[src/rtl/tx_resp_arbiter.sv]
// Purpose : merges ALU results (split LSB-first into bytes) and RF read data onto one TX FIFO write port.
// Latency : first W_INC two cycles after the valid pulse; ALU bytes go out back-to-back.
// Backpr. : FIFO_FULL freezes state and byte; full holding buffers drop new pulses and set DROP_ERR.
// Optional: define FRAME_TAG_EN to prefix each frame with a tag byte (TAG_RD / TAG_ALU).
module tx_resp_arbiter #(
  parameter int DATA_WIDTH    = 8,
  parameter int ALU_OUT_WIDTH = 16
`ifdef FRAME_TAG_EN
  ,
  parameter logic [DATA_WIDTH-1:0] TAG_RD  = 8'hA1,
  parameter logic [DATA_WIDTH-1:0] TAG_ALU = 8'hA2
`endif
) (
  input  logic                     CLK,
  input  logic                     RST,
  input  logic [ALU_OUT_WIDTH-1:0] ALU_OUT,
  input  logic                     OUT_Valid,
  input  logic [DATA_WIDTH-1:0]    RdData,
  input  logic                     RdData_Valid,
  input  logic                     FIFO_FULL,
  input  logic                     DROP_CLR,
  output logic [DATA_WIDTH-1:0]    TX_P_DATA,
  output logic                     W_INC,
  output logic                     ALU_RDY,
  output logic                     RD_RDY,
  output logic                     DROP_ERR
);

  localparam int ALU_BYTES = ALU_OUT_WIDTH / DATA_WIDTH;
  localparam int CW        = (ALU_BYTES > 1) ? $clog2(ALU_BYTES) : 1;

  typedef enum logic [1:0] {IDLE, SEND_TAG, SEND_RD, SEND_ALU} state_t;

  state_t                   state_q, state_d;
  logic [CW-1:0]            cnt_q, cnt_d;
  logic                     last_alu_q, last_alu_d;   // 1: ALU won the last tie
  logic [DATA_WIDTH-1:0]    tx_data_q, tx_data_d;
  logic                     rd_pend_q, rd_pend_d;
  logic [DATA_WIDTH-1:0]    rd_buf_q, rd_buf_d;
  logic                     alu_pend_q, alu_pend_d;
  logic [ALU_OUT_WIDTH-1:0] alu_buf_q, alu_buf_d;
  logic                     drop_err_q, drop_err_d;
`ifdef FRAME_TAG_EN
  logic                     gnt_alu_q, gnt_alu_d;     // requester owning the frame in progress
`endif

  logic          w_inc;
  logic          rd_free, alu_free, pick_alu;
  logic          rd_cap, alu_cap;
  logic [CW-1:0] cnt_nxt;

  assign w_inc   = (state_q != IDLE) && !FIFO_FULL;
  assign cnt_nxt = cnt_q + 1'b1;

  // Grant selection, byte sequencing and buffer release.
  always_comb begin
    state_d    = state_q;
    cnt_d      = cnt_q;
    last_alu_d = last_alu_q;
    tx_data_d  = tx_data_q;
    rd_free    = 1'b0;
    alu_free   = 1'b0;
    pick_alu   = 1'b0;
`ifdef FRAME_TAG_EN
    gnt_alu_d  = gnt_alu_q;
`endif
    case (state_q)
      IDLE: begin
        if (rd_pend_q || alu_pend_q) begin
          // Round-robin only matters on a tie; a lone requester leaves the pointer alone.
          pick_alu = alu_pend_q && (!rd_pend_q || !last_alu_q);
          if (rd_pend_q && alu_pend_q) last_alu_d = pick_alu;
          cnt_d = '0;
`ifdef FRAME_TAG_EN
          gnt_alu_d = pick_alu;
          state_d   = SEND_TAG;
          tx_data_d = pick_alu ? TAG_ALU : TAG_RD;
`else
          state_d   = pick_alu ? SEND_ALU : SEND_RD;
          tx_data_d = pick_alu ? alu_buf_q[DATA_WIDTH-1:0] : rd_buf_q;
`endif
        end
      end
`ifdef FRAME_TAG_EN
      SEND_TAG: begin
        if (w_inc) begin
          state_d   = gnt_alu_q ? SEND_ALU : SEND_RD;
          tx_data_d = gnt_alu_q ? alu_buf_q[DATA_WIDTH-1:0] : rd_buf_q;
        end
      end
`endif
      SEND_RD: begin
        if (w_inc) begin
          rd_free = 1'b1;
          state_d = IDLE;
        end
      end
      SEND_ALU: begin
        if (w_inc) begin
          if (cnt_q == CW'(ALU_BYTES - 1)) begin
            cnt_d    = '0;
            alu_free = 1'b1;
            state_d  = IDLE;
          end else begin
            cnt_d     = cnt_nxt;
            tx_data_d = alu_buf_q[int'(cnt_nxt)*DATA_WIDTH +: DATA_WIDTH];
          end
        end
      end
      default: state_d = IDLE;
    endcase
  end

  // Holding-buffer capture; a buffer freeing this cycle can take new data.
  always_comb begin
    rd_cap     = RdData_Valid && (!rd_pend_q || rd_free);
    alu_cap    = OUT_Valid && (!alu_pend_q || alu_free);
    rd_pend_d  = rd_cap || (rd_pend_q && !rd_free);
    alu_pend_d = alu_cap || (alu_pend_q && !alu_free);
    rd_buf_d   = rd_cap ? RdData : rd_buf_q;
    alu_buf_d  = alu_cap ? ALU_OUT : alu_buf_q;
    // Set beats clear when both happen in the same cycle.
    drop_err_d = drop_err_q;
    if (DROP_CLR) drop_err_d = 1'b0;
    if ((RdData_Valid && !rd_cap) || (OUT_Valid && !alu_cap)) drop_err_d = 1'b1;
  end

  // State registers with synchronous reset; a burst in flight is abandoned.
  always_ff @(posedge CLK) begin
    if (RST) begin
      state_q    <= IDLE;
      cnt_q      <= '0;
      last_alu_q <= 1'b1;
      tx_data_q  <= '0;
      rd_pend_q  <= 1'b0;
      rd_buf_q   <= '0;
      alu_pend_q <= 1'b0;
      alu_buf_q  <= '0;
      drop_err_q <= 1'b0;
`ifdef FRAME_TAG_EN
      gnt_alu_q  <= 1'b0;
`endif
    end else begin
      state_q    <= state_d;
      cnt_q      <= cnt_d;
      last_alu_q <= last_alu_d;
      tx_data_q  <= tx_data_d;
      rd_pend_q  <= rd_pend_d;
      rd_buf_q   <= rd_buf_d;
      alu_pend_q <= alu_pend_d;
      alu_buf_q  <= alu_buf_d;
      drop_err_q <= drop_err_d;
`ifdef FRAME_TAG_EN
      gnt_alu_q  <= gnt_alu_d;
`endif
    end
  end

  assign TX_P_DATA = tx_data_q;
  assign W_INC     = w_inc;
  assign ALU_RDY   = !alu_pend_q;
  assign RD_RDY    = !rd_pend_q;
  assign DROP_ERR  = drop_err_q;

endmodule
[config.mk]
export PLATFORM = sky130hd
export DESIGN_NAME = tx_resp_arbiter
export DESIGN_NICKNAME = d
export VERILOG_FILES = /design/src/rtl/tx_resp_arbiter.sv
export SDC_FILE = /design/constraint.sdc
export NUM_CORES = 1
export LEC_CHECK = 0
export BUFFER_PORTS_ARGS = -buffer_cell sky130_fd_sc_hd__buf_2
export CORE_ASPECT_RATIO = 0.8
export CORE_MARGIN = 1
export CORE_UTILIZATION = 56
export CTS_CLUSTER_SIZE = 40
export DETAILED_ROUTE_END_ITERATION = 7
export MAX_ROUTING_LAYER = met4
export PLACE_DENSITY = 0.81
export SYNTH_ARGS = -nofsm -noshare
export SYNTH_HDL_FRONTEND = slang
export SYNTH_SLANG_ARGS = --single-unit
[constraint.sdc]
create_clock -name CLK -period 2.6 [get_ports CLK]
set_input_delay 0.26 -clock CLK [delete_from_list [all_inputs] [get_ports CLK]]
set_output_delay 0.26 -clock CLK [all_outputs]
set_load 0.1 [all_outputs]
==> run summary <==
Inserted Diodes -> 0
register area share after synthesis -> 0.465
starting density of the core -> 0.598
Final Cell Area -> 2020 um2
Area growth syn-to-layout -> 20.3%
die area -> 3230 um2
Synth Warn # -> 0
Final Cycle Share -> 0.702
FILL cells -> 220
Top Ports -> 42
max incr delay on CP -> 0.58 ns
Mapped Cells -> 169
worst setup margin -> 0.775 ns
Pwr Density -> 781 nW/um2
CTS max path bufs -> 2
CTS Buf Count -> 5
R2R Path Start -> state_q[0]
first-pass detailed-route iteration total -> 4
ordered cell list for the critical path -> nor2_1 > nor2_1 > buf_2
Unique masters post-synth -> 35
kind of critical path -> reg -> out
worst skew pair latency -> 0.29 ns
RR Endpoint -> TX_P_DATA[7]
overall die width -> 63.2 um
FF-to-FF setup slack -> 0.84 ns
crit path DAT -> 1.57 ns
CP required -> 2.34 ns
highest-delay cell along the critical path -> dfxtp_1
Worst Reg-to-Reg Cells -> 4
final hold vios -> 0
Final #Nets -> 240
Max Freq -> 548 MHz
maximum VDD drop -> 0.457 mV
Routed WL -> 3600 um
Top cell by count, worst path -> nor2_1
drt wl/cell -> 14.4 um
Placed Instance Area -> 1890 um2
Buf/Inv on CP -> 1
Die Y -> 51.0 um
leakage -> 0.000931 uW
Core Area -> 2810 um2
Hold Startpoint -> RdData[2]
Cell Rows -> 17
synthesized flop and latch total -> 39
CP startpoint kind -> flop
IO buf count -> 41
via count -> 1336
Final GP Congestion -> 0.785
H-Tree Level Count -> 2
vias in the first global route -> 1304
hold_ws -> 0.196 ns
final non-filler cell total -> 249
Hold Path Depth -> 3
layout cells sized above 1 -> 0.289
Remaining DRCs -> 0
DP Worst Slack -> 0.906 ns
Vias/cell -> 5.37
RSZ-0062 raised after global routing -> false
Reg clk slew, reported paths -> 0.07 ns
Slew headroom -> 0.586
first-pass GRT wire length -> 5950 um
DP Wirelength -> 2590 um
mapped cell area -> 1680 um2
Final Max Tran Viols -> 0
final setup fails -> 0
Worst path top cell family by delay -> flip-flops
CTS tree -> yes
Max Cap Viol -> 0
Fin Clk Skew -> 0.00414 ns
hold-fix buffer count after cts -> 0
CP endpoint kind -> output port
Post-Place Cells -> 241
CP max FO -> 9
Tmin final -> 1.83 ns
pin count of the biggest net entering global routing -> 41
Setup Buffers After CTS -> 0
measured slew at the worst slew-check pin -> 0.604 ns
CTS root buffer -> clkbuf_8
post-cts sizing count -> 0
DRT antenna net count -> 0
Hold Path End -> rd_buf_q[2]
TNS Setup -> 0 ns
grt ovf -> 0
# clock sinks -> 39
initial antenna violation count -> 0
syn nets -> 199
All-Layer GR Usage -> 0.253
Hold WC Path Type -> in -> reg
Post-Synthesis Mean Instance Area -> 9.94 um2
outcome -> finished clean
DR iter-0 viols -> 48
-- through the flow --
| stage | power (uW) | utilization |
|---|---|---|
| finish | 1580 | 0.720 |
| detailed placement | 1000 | 0.672 |
| floorplan | 936 | - |
| global route | 1640 | 0.720 |
| global placement | 993 | 0.672 |
| CTS | 1590 | 0.720 |
-- worst reg2reg max path: stages, from the launching register on --
cell and delay [ns]:
dfxtp_1 0.58, nand2_2 0.15, mux2i_1 0.52, nor2_1 0.13, o32ai_1 0.28
-- worst max path at each step --
stage / from / endpoint / cells after the start
6_report: state_q[0] / W_INC / 3
5_1_grt: state_q[0] / W_INC / 3
4_1_cts: state_q[0] / W_INC / 3
3_5_place_dp: state_q[1] / TX_P_DATA[7] / 4
3_3_place_gp: state_q[1] / TX_P_DATA[0] / 4
2_1_floorplan: state_q[1] / W_INC / 3
-- Yosys cell counts --
cell type,count,share of area
a2111oi_1,1,0.0060
buf_6,1,0.0067
a21o_1,1,0.0045
a2bb2oi_1,1,0.0052
a21boi_1,1,0.0045
nor2_1,37,0.083
o21ai_0,2,0.0060
nand3b_4,1,0.012
o211ai_1,1,0.0045
nor3b_1,1,0.0045
nand2b_1,8,0.030
a211oi_1,2,0.0089
xnor2_1,1,0.0052
buf_4,3,0.013
o32ai_1,7,0.036
and3_2,1,0.0045
a32oi_1,1,0.0052
nand3_1,1,0.0030
a21oi_1,5,0.015
o22ai_1,7,0.026
o21ai_4,1,0.0097
inv_1,3,0.0067
or2_2,1,0.0037
a21boi_2,1,0.0067
nand4b_1,1,0.0052
nand2_2,1,0.0037
nand2b_4,1,0.0082
nand2_1,1,0.0022
buf_8,1,0.0089
clkbuf_1,4,0.0089
dfxtp_1,39,0.46
mux2i_1,25,0.15
nor2_2,2,0.0074
nor2b_1,4,0.015
o32ai_4,1,0.016
-- area by class of cell --
cell class                 instances  area, um2  area share
inverter                           3       11.3     0.00557
timing repair buffer              43        220       0.109
sequential                        39        781       0.386
clock inverter                     2       60.1      0.0297
clock buffer                       6       72.6      0.0359
multi-input combinational        118        828       0.410
tap                               38       47.5      0.0235
-- layout by cell type (no fill, tap or decap), types with 2 or more instances in the layout --
cell	synthesis	routed
inv_1	3	3
dfxtp_1	39	39
a21boi_2	1	2
nand2b_1	8	8
mux2i_1	25	25
o22ai_1	7	7
a21oi_1	5	5
buf_4	3	2
nor2b_1	4	4
o32ai_1	7	7
o21ai_0	2	2
nor2_2	2	2
buf_2	0	41
a211oi_1	2	2
clkbuf_8	0	5
bufinv_16	0	2
nor2_1	37	37
-- routing by layer --
layer / track usage / part of all wire / vias up
li1: - / - / 677
met1: 0.299 / 0.47 / 622
met2: 0.414 / 0.47 / 32
met3: 0.0826 / 0.049 / 5
met4: 0.0758 / 0.010 / 0
met5: - / 0 / -
-- power breakdown --
part | internal (uW) | switching (uW) | leakage [uW]
Combinational | 96.8 | 219 | 0.000545
Sequential | 639 | 34.8 | 0.000320
Clock | 383 | 204 | 0.0000654
-- sequential cells by signal, summed over array words and instances (netlist names) --
name and cells:
alu_buf_q 16, TX_P_DATA 8, rd_buf_q 8, state_q 2, DROP_ERR 1, alu_pend_q 1
cnt_q 1, last_alu_q 1, rd_pend_q 1
-- cell families after synthesis --
logic type,Yosys count,share of synthesized area
buffers and inverters,12,0.0447
AND/OR/NAND/NOR,60,0.182
flip-flops,39,0.465
XOR/XNOR,1,0.00521
multiplexers,25,0.149
AO/OA/AOI/OAI,32,0.155
No activity file was read; power rests on OpenSTA's default activity.
